## config.mk

```make
export PLATFORM = sky130hd
export DESIGN_NAME = seq_pattern_detector
export DESIGN_NICKNAME = d
export VERILOG_FILES = /design/src/rtl/seq_detect_pkg.sv /design/src/rtl/seq_hist_cmp.sv /design/src/rtl/seq_pattern_detector.sv
export SDC_FILE = /design/constraint.sdc
export NUM_CORES = 1
export LEC_CHECK = 0
export CORE_AREA = 4 4 60 62
export DETAILED_ROUTE_END_ITERATION = 7
export DIE_AREA = 0 0 64 66
export PLACE_DENSITY = 0.86
export SLEW_MARGIN = 20
export SYNTH_ARGS = -nofsm -noshare
export SYNTH_HDL_FRONTEND = slang
export SYNTH_SLANG_ARGS = --single-unit
```

## constraint.sdc

```tcl
create_clock -name clk -period 2.6 [get_ports clk]
set_clock_uncertainty 0.05 [all_clocks]
set_input_delay 0.39 -clock clk [delete_from_list [all_inputs] [get_ports clk]]
set_output_delay 0.39 -clock clk [all_outputs]
set_load 0.05 [all_outputs]
```

## src/rtl/seq_detect_pkg.sv

```systemverilog
// Shared FSM state encoding and default sizing for the serial pattern detector.
package seq_detect_pkg;

    localparam int DEF_MAX_LEN = 8;
    localparam int DEF_CNT_W   = 8;

    typedef logic [1:0] state_t;

    localparam state_t ST_IDLE = 2'd0;
    localparam state_t ST_FILL = 2'd1;
    localparam state_t ST_RUN  = 2'd2;

endpackage

```

## src/rtl/seq_hist_cmp.sv

```systemverilog
// History shift register plus comparator masked to the active pattern length.
module seq_hist_cmp #(
    parameter int MAX_LEN = 8,
    parameter int LEN_W   = 4
) (
    input  logic               clk,
    input  logic               reset,
    input  logic               clear,
    input  logic               shift_en,
    input  logic               bit_in,
    input  logic [MAX_LEN-1:0] pattern,
    input  logic [LEN_W-1:0]   pat_len,
    output logic               hit
);

    logic [MAX_LEN-1:0] history;
    logic [MAX_LEN-1:0] hist_next;
    logic [MAX_LEN-1:0] mask;

    assign hist_next = {history[MAX_LEN-2:0], bit_in};

    always_comb begin
        mask = '0;
        for (int i = 0; i < MAX_LEN; i++) begin
            mask[i] = (i < int'(pat_len));
        end
    end

    // Compares the history as it will look after this bit is shifted in.
    assign hit = (((hist_next ^ pattern) & mask) == '0);

    always_ff @(posedge clk) begin
        if (reset || clear) begin
            history <= '0;
        end else if (shift_en) begin
            history <= hist_next;
        end
    end

endmodule

```

## src/rtl/seq_pattern_detector.sv

```systemverilog
// Serial bit-pattern detector with loadable pattern/length and overlap mode.
// Match counter is built only when SEQDET_MATCH_COUNT_EN is defined.
//
// state   | meaning
// IDLE    | no valid configuration held; input bits ignored
// FILL    | fewer than pat_len bits collected since load or last match
// RUN     | history full; every valid bit is compared
module seq_pattern_detector
    import seq_detect_pkg::*;
#(
    parameter  int MAX_LEN = DEF_MAX_LEN,
    parameter  int CNT_W   = DEF_CNT_W,
    localparam int LEN_W   = $clog2(MAX_LEN + 1)
) (
    input  logic               clk,
    input  logic               reset,
    input  logic               in_valid,
    input  logic               in_bit,
    input  logic               cfg_load,
    input  logic [MAX_LEN-1:0] pattern,
    input  logic [LEN_W-1:0]   pat_len,
    input  logic               overlap_en,
    output logic               out_detected,
    output logic               cfg_err,
    output logic [CNT_W-1:0]   match_count,
    output logic               armed
);

    state_t             state;
    logic [MAX_LEN-1:0] cfg_pat;
    logic [LEN_W-1:0]   cfg_len;
    logic               cfg_ovl;
    logic [LEN_W-1:0]   fill;
    logic [LEN_W-1:0]   fill_inc;
    logic               load_ok;
    logic               consume;
    logic               hit;
    logic               match;
    logic               hist_clear;

    assign load_ok  = (pat_len >= LEN_W'(2)) && (pat_len <= LEN_W'(MAX_LEN));
    // A load strobe, accepted or not, always swallows a coincident bit.
    assign consume  = in_valid && !cfg_load && (state != ST_IDLE);
    assign fill_inc = (fill == cfg_len) ? fill : fill + LEN_W'(1);
    assign match    = consume && (fill_inc == cfg_len) && hit;
    assign hist_clear = (cfg_load && load_ok) || (match && !cfg_ovl);
    assign armed    = (state != ST_IDLE);

    seq_hist_cmp #(
        .MAX_LEN (MAX_LEN),
        .LEN_W   (LEN_W)
    ) u_hist (
        .clk      (clk),
        .reset    (reset),
        .clear    (hist_clear),
        .shift_en (consume),
        .bit_in   (in_bit),
        .pattern  (cfg_pat),
        .pat_len  (cfg_len),
        .hit      (hit)
    );

    always_ff @(posedge clk) begin
        if (reset) begin
            state        <= ST_IDLE;
            cfg_pat      <= '0;
            cfg_len      <= '0;
            cfg_ovl      <= 1'b0;
            fill         <= '0;
            out_detected <= 1'b0;
            cfg_err      <= 1'b0;
        end else begin
            out_detected <= match;
            cfg_err      <= cfg_load && !load_ok;
            if (cfg_load) begin
                if (load_ok) begin
                    cfg_pat <= pattern;
                    cfg_len <= pat_len;
                    cfg_ovl <= overlap_en;
                    fill    <= '0;
                    state   <= ST_FILL;
                end
            end else if (consume) begin
                if (match && !cfg_ovl) begin
                    fill  <= '0;
                    state <= ST_FILL;
                end else begin
                    fill <= fill_inc;
                    if (fill_inc == cfg_len) begin
                        state <= ST_RUN;
                    end
                end
            end
        end
    end

`ifdef SEQDET_MATCH_COUNT_EN
    logic [CNT_W-1:0] cnt;

    always_ff @(posedge clk) begin
        if (reset) begin
            cnt <= '0;
        end else if (match && (cnt != '1)) begin
            cnt <= cnt + CNT_W'(1);
        end
    end

    assign match_count = cnt;
`else
    assign match_count = '0;
`endif

endmodule

```

### Yosys cells after proc, flatten, opt, wreduce, memory -nomap -nowiden

Cells that the tools add are included.

| storage, ports and cells | value |
|---|---|
| register bits after elaboration | 28 |
| input port bits | 18 |
| output and inout port bits | 11 |

| operators by class | value |
|---|---|
| add/subtract/negate cells | 1 |
| $lt $le $gt $ge | 10 |
| eq/ne operators | 3 |
| mux-type cells | 10 |
| bitwise operators | 2 |
| reduce and logical (&&, ||, !) cells | 20 |

Operators with widths:

| operator | number |
|---|---|
| two-way mux 4 bit | 5 |
| < comparator 3 x 4 -> 1 bit (first input constant) | 4 |
| two-way mux 2 bit | 5 |
| bitwise AND 8 bit | 1 |
| == test 4 bit | 2 |
| logical AND 1 bit | 8 |
| logical NOT 8 bit | 1 |
| < comparator 1 x 4 -> 1 bit (first input constant) | 2 |
| < comparator 2 x 4 -> 1 bit (first input constant) | 2 |
| XOR 8 bit | 1 |
| adder 4 x 1 -> 4 bit (second input constant) | 1 |
| >= comparator 4 x 2 -> 1 bit (second input constant) | 1 |
| <= comparator 4 bit (second input constant) | 1 |
| AND reduction 2 bit | 2 |
| nonzero test 2 bit | 2 |
| logical NOT 1 bit | 3 |
| AND reduction 3 bit | 1 |
| nonzero test 3 bit | 1 |
| logical OR 1 bit | 2 |
| != test 2 x 1 -> 1 bit (second input constant) | 1 |

### Depth between registers and ports, before layout

| logic depth | value |
|---|---|
| word-level depth | 9 |
| gate-level depth with buffers | 7 |
| depth with buffers taken out | 6 |

### Hierarchy

A second synthesis with hierarchy kept.

| unflattened totals | value |
|---|---|
| cell total of the unflattened synthesis | 159 |
| area total of the unflattened synthesis | 1,471.4 um^2 |

By module, submodules not included:

| module | instances | cells an instance | area an instance (um^2) | sequential area each (um^2) |
|---|---|---|---|---|
| seq_pattern_detector | 1 | 115 | 1,064.8 | 420.4 |
| seq_hist_cmp | 1 | 44 | 406.6 | 140.1 |

### Worst setup path after synthesis

OpenSTA, ideal clock, no wires.

| timing | value |
|---|---|
| path type | flip-flop to flip-flop |
| from | reg fill[0] |
| to | reg fill[1] |
| setup time | 132 ps |
| arrival time | 1,759 ps |
| path slack | 660 ps |
| stages on the path, launching flop included | 7 |
| path buffers | 0 |
| clock period less this slack | 1,940 ps |
| path through | dfxtp_1 -> ha_1 -> or2_2 -> a22oi_1 -> a41oi_2 -> nor3_4 -> nor3_1 |

| between the ends | value |
|---|---|
| longest elaborated chain between the ends | 9 |
| elaborated cells on any way between the ends | 10 |
| those cells by class | add/sub (1); eq/ne (2); mux (4); reduce/logical (3) |

Ends and longest elaborated chain:

| element | line | RTL |
|---|---|---|
| from (decl) | seq_pattern_detector.sv:33 | `logic [LEN_W-1:0] fill;` |
| from (signal assigned) | seq_pattern_detector.sv:88 | `fill <= fill_inc;` |
| adder 4 x 1 -> 4 bit or == test 4 bit (tied branches) | seq_pattern_detector.sv:44 | `assign fill_inc = (fill == cfg_len) ? fill : fill + LEN_W'(1);` |
| two-way mux 4 bit * | seq_pattern_detector.sv:44 |  |
| == test 4 bit | seq_pattern_detector.sv:45 | `assign match = consume && (fill_inc == cfg_len) && hit;` |
| logical AND 1 bit (2 in series) | seq_pattern_detector.sv:45 |  |
| logical AND 1 bit | seq_pattern_detector.sv:84 | `if (match && !cfg_ovl) begin` |
| two-way mux 4 bit * | seq_pattern_detector.sv:84 |  |
| two-way mux 4 bit * | seq_pattern_detector.sv:83 | `end else if (consume) begin` |
| two-way mux 4 bit * | seq_pattern_detector.sv:75 | `if (cfg_load) begin` |

Every way passes the cells marked *; elsewhere a longest branch is shown, timed or not. The select of a mux whose other input is x is not followed.
A chain may end at the register's enable or synchronous reset.

### Worst setup path after layout

| timing | value |
|---|---|
| from | reg fill[0] |
| to | reg u_hist.history[6] |

| between the ends | value |
|---|---|
| longest elaborated chain between the ends | 8 |
| elaborated cells on any way between the ends | 9 |
| those cells by class | add/sub (1); eq/ne (2); mux (1); reduce/logical (5) |

Ends and longest elaborated chain:

| element | line | RTL |
|---|---|---|
| adder 4 x 1 -> 4 bit or == test 4 bit (tied branches) | seq_pattern_detector.sv:44 |  |
| two-way mux 4 bit * | seq_pattern_detector.sv:44 |  |
| == test 4 bit * | seq_pattern_detector.sv:45 |  |
| logical AND 1 bit * (2 in series) | seq_pattern_detector.sv:45 |  |
| logical AND 1 bit * | seq_pattern_detector.sv:46 | `assign hist_clear = (cfg_load && load_ok) \|\| (match && !cfg_ovl);` |
| logical OR 1 bit * | seq_pattern_detector.sv:46 |  |
| logical OR 1 bit * | seq_hist_cmp.sv:33 | `if (reset \|\| clear) begin` |
| to (signal assigned) | seq_hist_cmp.sv:36 | `history <= hist_next;` |
| to (decl) | seq_hist_cmp.sv:16 | `logic [MAX_LEN-1:0] history;` |

Every way passes the cells marked *; elsewhere a longest branch is shown, timed or not.

==> impl_metrics.csv <==
group,metric,value,unit
worst_setup_path,cpPeakStageDelay,0.47,ns
place,gp_congestion,0.762,
cts,root_buffer,"clkbuf_4",
final_layout,post-route-util,60.3,%
cts,clock_latency,0.33,ns
sta,tightest_slew,0.505,ns
die,io_pins,29,
final_layout,final-instance-count-excl-fill,233,
routing,firstDrtPassIters,4,
yosys,synth_seq_cells,28,
power,peakVddDrop,0.298,mV
sta,slew_viol_final,0,
routing,via_count,1210,
worst_setup_path,cp_data_required_time,2.78,ns
worst_setup_path,crit_end,"u_hist.history[6]",
worst_setup_path,regToRegSetupSlack,0.37,ns
sta,setup_ws,0.374,ns
power,power,0.000939,W
worst_setup_path,r2r-end,"u_hist.history[6]",
grt,grt_max_degree,17,
cts,cts_setup_buffers,0,
sta,fmax,449,MHz
routing,drtAntennaViolNets,0,
final_layout,nFillCells,269,
cts,holdBufCountCts,0,
cts,postCtsResizedCells,0,
yosys,ys_types,47,
yosys,synth_top_cell_area_share,36.3,%
cts,clk_transition_reported_paths,0.15,ns
die,rows,20,
worst_setup_path,path_depth,6,
worst_setup_path,worst-r2r-cell-count,6,
place,place_hpwl,2360,µm
routing,drt-initial-drc-count,50,
worst_setup_path,cp_slowest_cell,"dfxtp_1",
worst_setup_path,arrival,2.40,ns
grt,grt_pass1_vias,1157,
grt,globalRouteTotalUtil,15.4,%
yosys,synth.yosys.seq_area_share,36.3,%
routing,routedWlPerCell,12.9,µm
routing,wirelength,3000,µm
cts,cts_sinks,28,
yosys,synth.area.top_cells,"dfxtp_1, mux2i_1, xnor2_1",
final_layout,drive_gt1_share,8.99,%
worst_setup_path,crit_chain,"ha_1, or2_2, a22oi_1, a41oi_2, nor3_4, nor3_1",
place,io_buffers,20,
job,drv_cap,0,
worst_setup_path,crit_family,"simple AND/OR/NAND/NOR gates",
power,power.leakage,0.758,nW
worst_setup_path,critPathBufInv,0,
yosys,netlist_area,1540,µm²
worst_setup_path,critPathMaxFanout,10,
worst_setup_path,crit_type,"flip-flop to flip-flop",
cts,cts_tree,"done",
die,design.core.area,3030,µm²
cts,cts_buffer_depth,2,
sta,slew_headroom,66.1,%
worst_setup_path,critPathLaunchType,"flip-flop",
sta,grt_setup_unrepaired,"no",
worst_setup_path,timing.rr.start,"fill[0]",
yosys,synth-async-reset-ratio,0,%
yosys,yosys_warnings,0,
yosys,syn_avg_cell_area,9.24,µm²
cts,htree_levels,1,
sta,final.period_utilization,85.6,%
grt,grt-ovfl-total,0,
die,die_h,66,µm
routing,drc,0,
sta,setup_tns,0,ns
final_layout,area_delta_synth_final,18.3,%
place,placedCellCount,229,
worst_setup_path,worstSetupStartpoint,"fill[0]",
die,die_w,64,µm
yosys,yosysTopAreaCell,"dfxtp_1",
worst_hold_path,min_path_type,"flip-flop to flip-flop",
place,dp_slack,0.189,ns
yosys,synth_edf_count,0,
run_status,outcome,"complete, no violations",
final_layout,nNetsFinal,209,
routing,viasPerCell,5.19,
die,start_util,51.0,%
sta,min_period,2.23,ns
grt,antenna_found_initial,0,
worst_setup_path,end_kind,"flip-flop",
final_layout,diodes,0,
cts,cts_inserted_buffers,3,
yosys,synthCells,167,
die,dieArea,4220,µm²
sta,hold_violations,0,
sta,finalSetupViolations,0,
grt,grt_pass1_wl,5110,µm
power,p_per_area,514,nW/µm²
yosys,synthFlopType,"dfxtp_1",
==> power breakdown <==
part	internal, W	leakage (nW)	switching (W)	total, W
registers	0.000444	0.227	0.0000148	0.000459
clock network	0.000156	0.0279	0.000131	0.000287
logic	0.0000796	0.503	0.000114	0.000194
total	0.000680	0.758	0.000259	0.000939
==> flip-flops by register name (all words and copies together) (netlist names) <==
name,cells
cfg_len,4
cfg_pat,8
fill,4
u_hist.history,7
state,2
out_detected,1
cfg_err,1
cfg_ovl,1
==> worst min-delay path: stages, from the launching register on <==
cell and delay, ns:
dfxtp_1 0.36, nand3_1 0.07, a31oi_1 0.07
==> routing by layer <==
metal  vias to the layer above  part of all wire [%]  routed length [µm]  GRT usage [%]
met3                         6                   4.6                 137           2.55
li1                        625                     -                   -              -
met1                       550                    46                1390           19.4
met2                        29                    48                1430           26.2
met4                         0                   1.4                  42           5.66
met5                         -                     0                   0              0
==> stage by stage <==
stage / area [µm²] / hold WS (ns)
after global routing: 1830 / 0.512
after global placement: 1770 / 0.447
final: 1830 / 0.486
after detailed placement: 1770 / 0.464
after floorplan: 1570 / 0.415
after CTS: 1830 / 0.484
==> cell usage in the layout (no fill, tap or decap), types with 3 or more instances in the layout <==
master           count
nand3_1              3
dfxtp_1             28
clkdlybuf4s50_1     20
buf_4                6
nor2_1              15
xor2_1               5
a21oi_1              7
mux2i_1             19
nand2_1              5
xnor2_1             10
inv_1                6
nor3_1              10
conb_1               8
clkbuf_4             3
o21ai_0              5
==> area by class of cell <==
type                       instances  area, µm²  area share, %
clock buffer                       3       22.5           1.23
clock inverter                     1       30.0           1.64
inverter                           6       22.5           1.23
multi-input combinational        125        890           48.7
sequential                        28        561           30.7
tap                               44       55.1           3.02
timing repair buffer              26        245           13.4
==> cell usage after synthesis, types with 2 or more instances <==
cell,number
nor2_1,15
clkbuf_1,3
a211oi_2,2
a211o_1,2
buf_4,8
a21oi_1,7
inv_1,6
nand2_1,5
o21ai_0,5
xnor2_1,10
a211oi_1,2
dfxtp_1,28
and3_1,2
buf_2,2
nand3_1,3
a31oi_1,2
nand3b_1,2
nand2b_1,2
mux2i_1,19
xor2_1,5
o211ai_1,2
nor3_1,10
==> worst min-delay path by stage <==
stage | start | slack, ns | cells past startpoint | end
floorplan | cfg_ovl | 0.42 | 2 | cfg_ovl
global placement | state[1] | 0.45 | 2 | state[1]
detailed placement | cfg_pat[6] | 0.46 | 2 | cfg_pat[6]
CTS | state[1] | 0.48 | 2 | state[1]
global route | state[1] | 0.51 | 2 | state[1]
finish | state[1] | 0.49 | 2 | state[1]
==> logic make-up after synthesis <==
kind of cell	count (synthesis)	synth area share, %
adder cells (fa/ha/maj)	1	0.811
XOR/XNOR	15	8.52
other	1	0.243
flip-flops	28	36.3
AND/OR/NAND/NOR	50	18.7
buffers and inverters	21	7.70
multiplexers	19	12.3
AO/OA/AOI/OAI	32	15.4
Note: power is estimated with default switching activity, not from simulation.
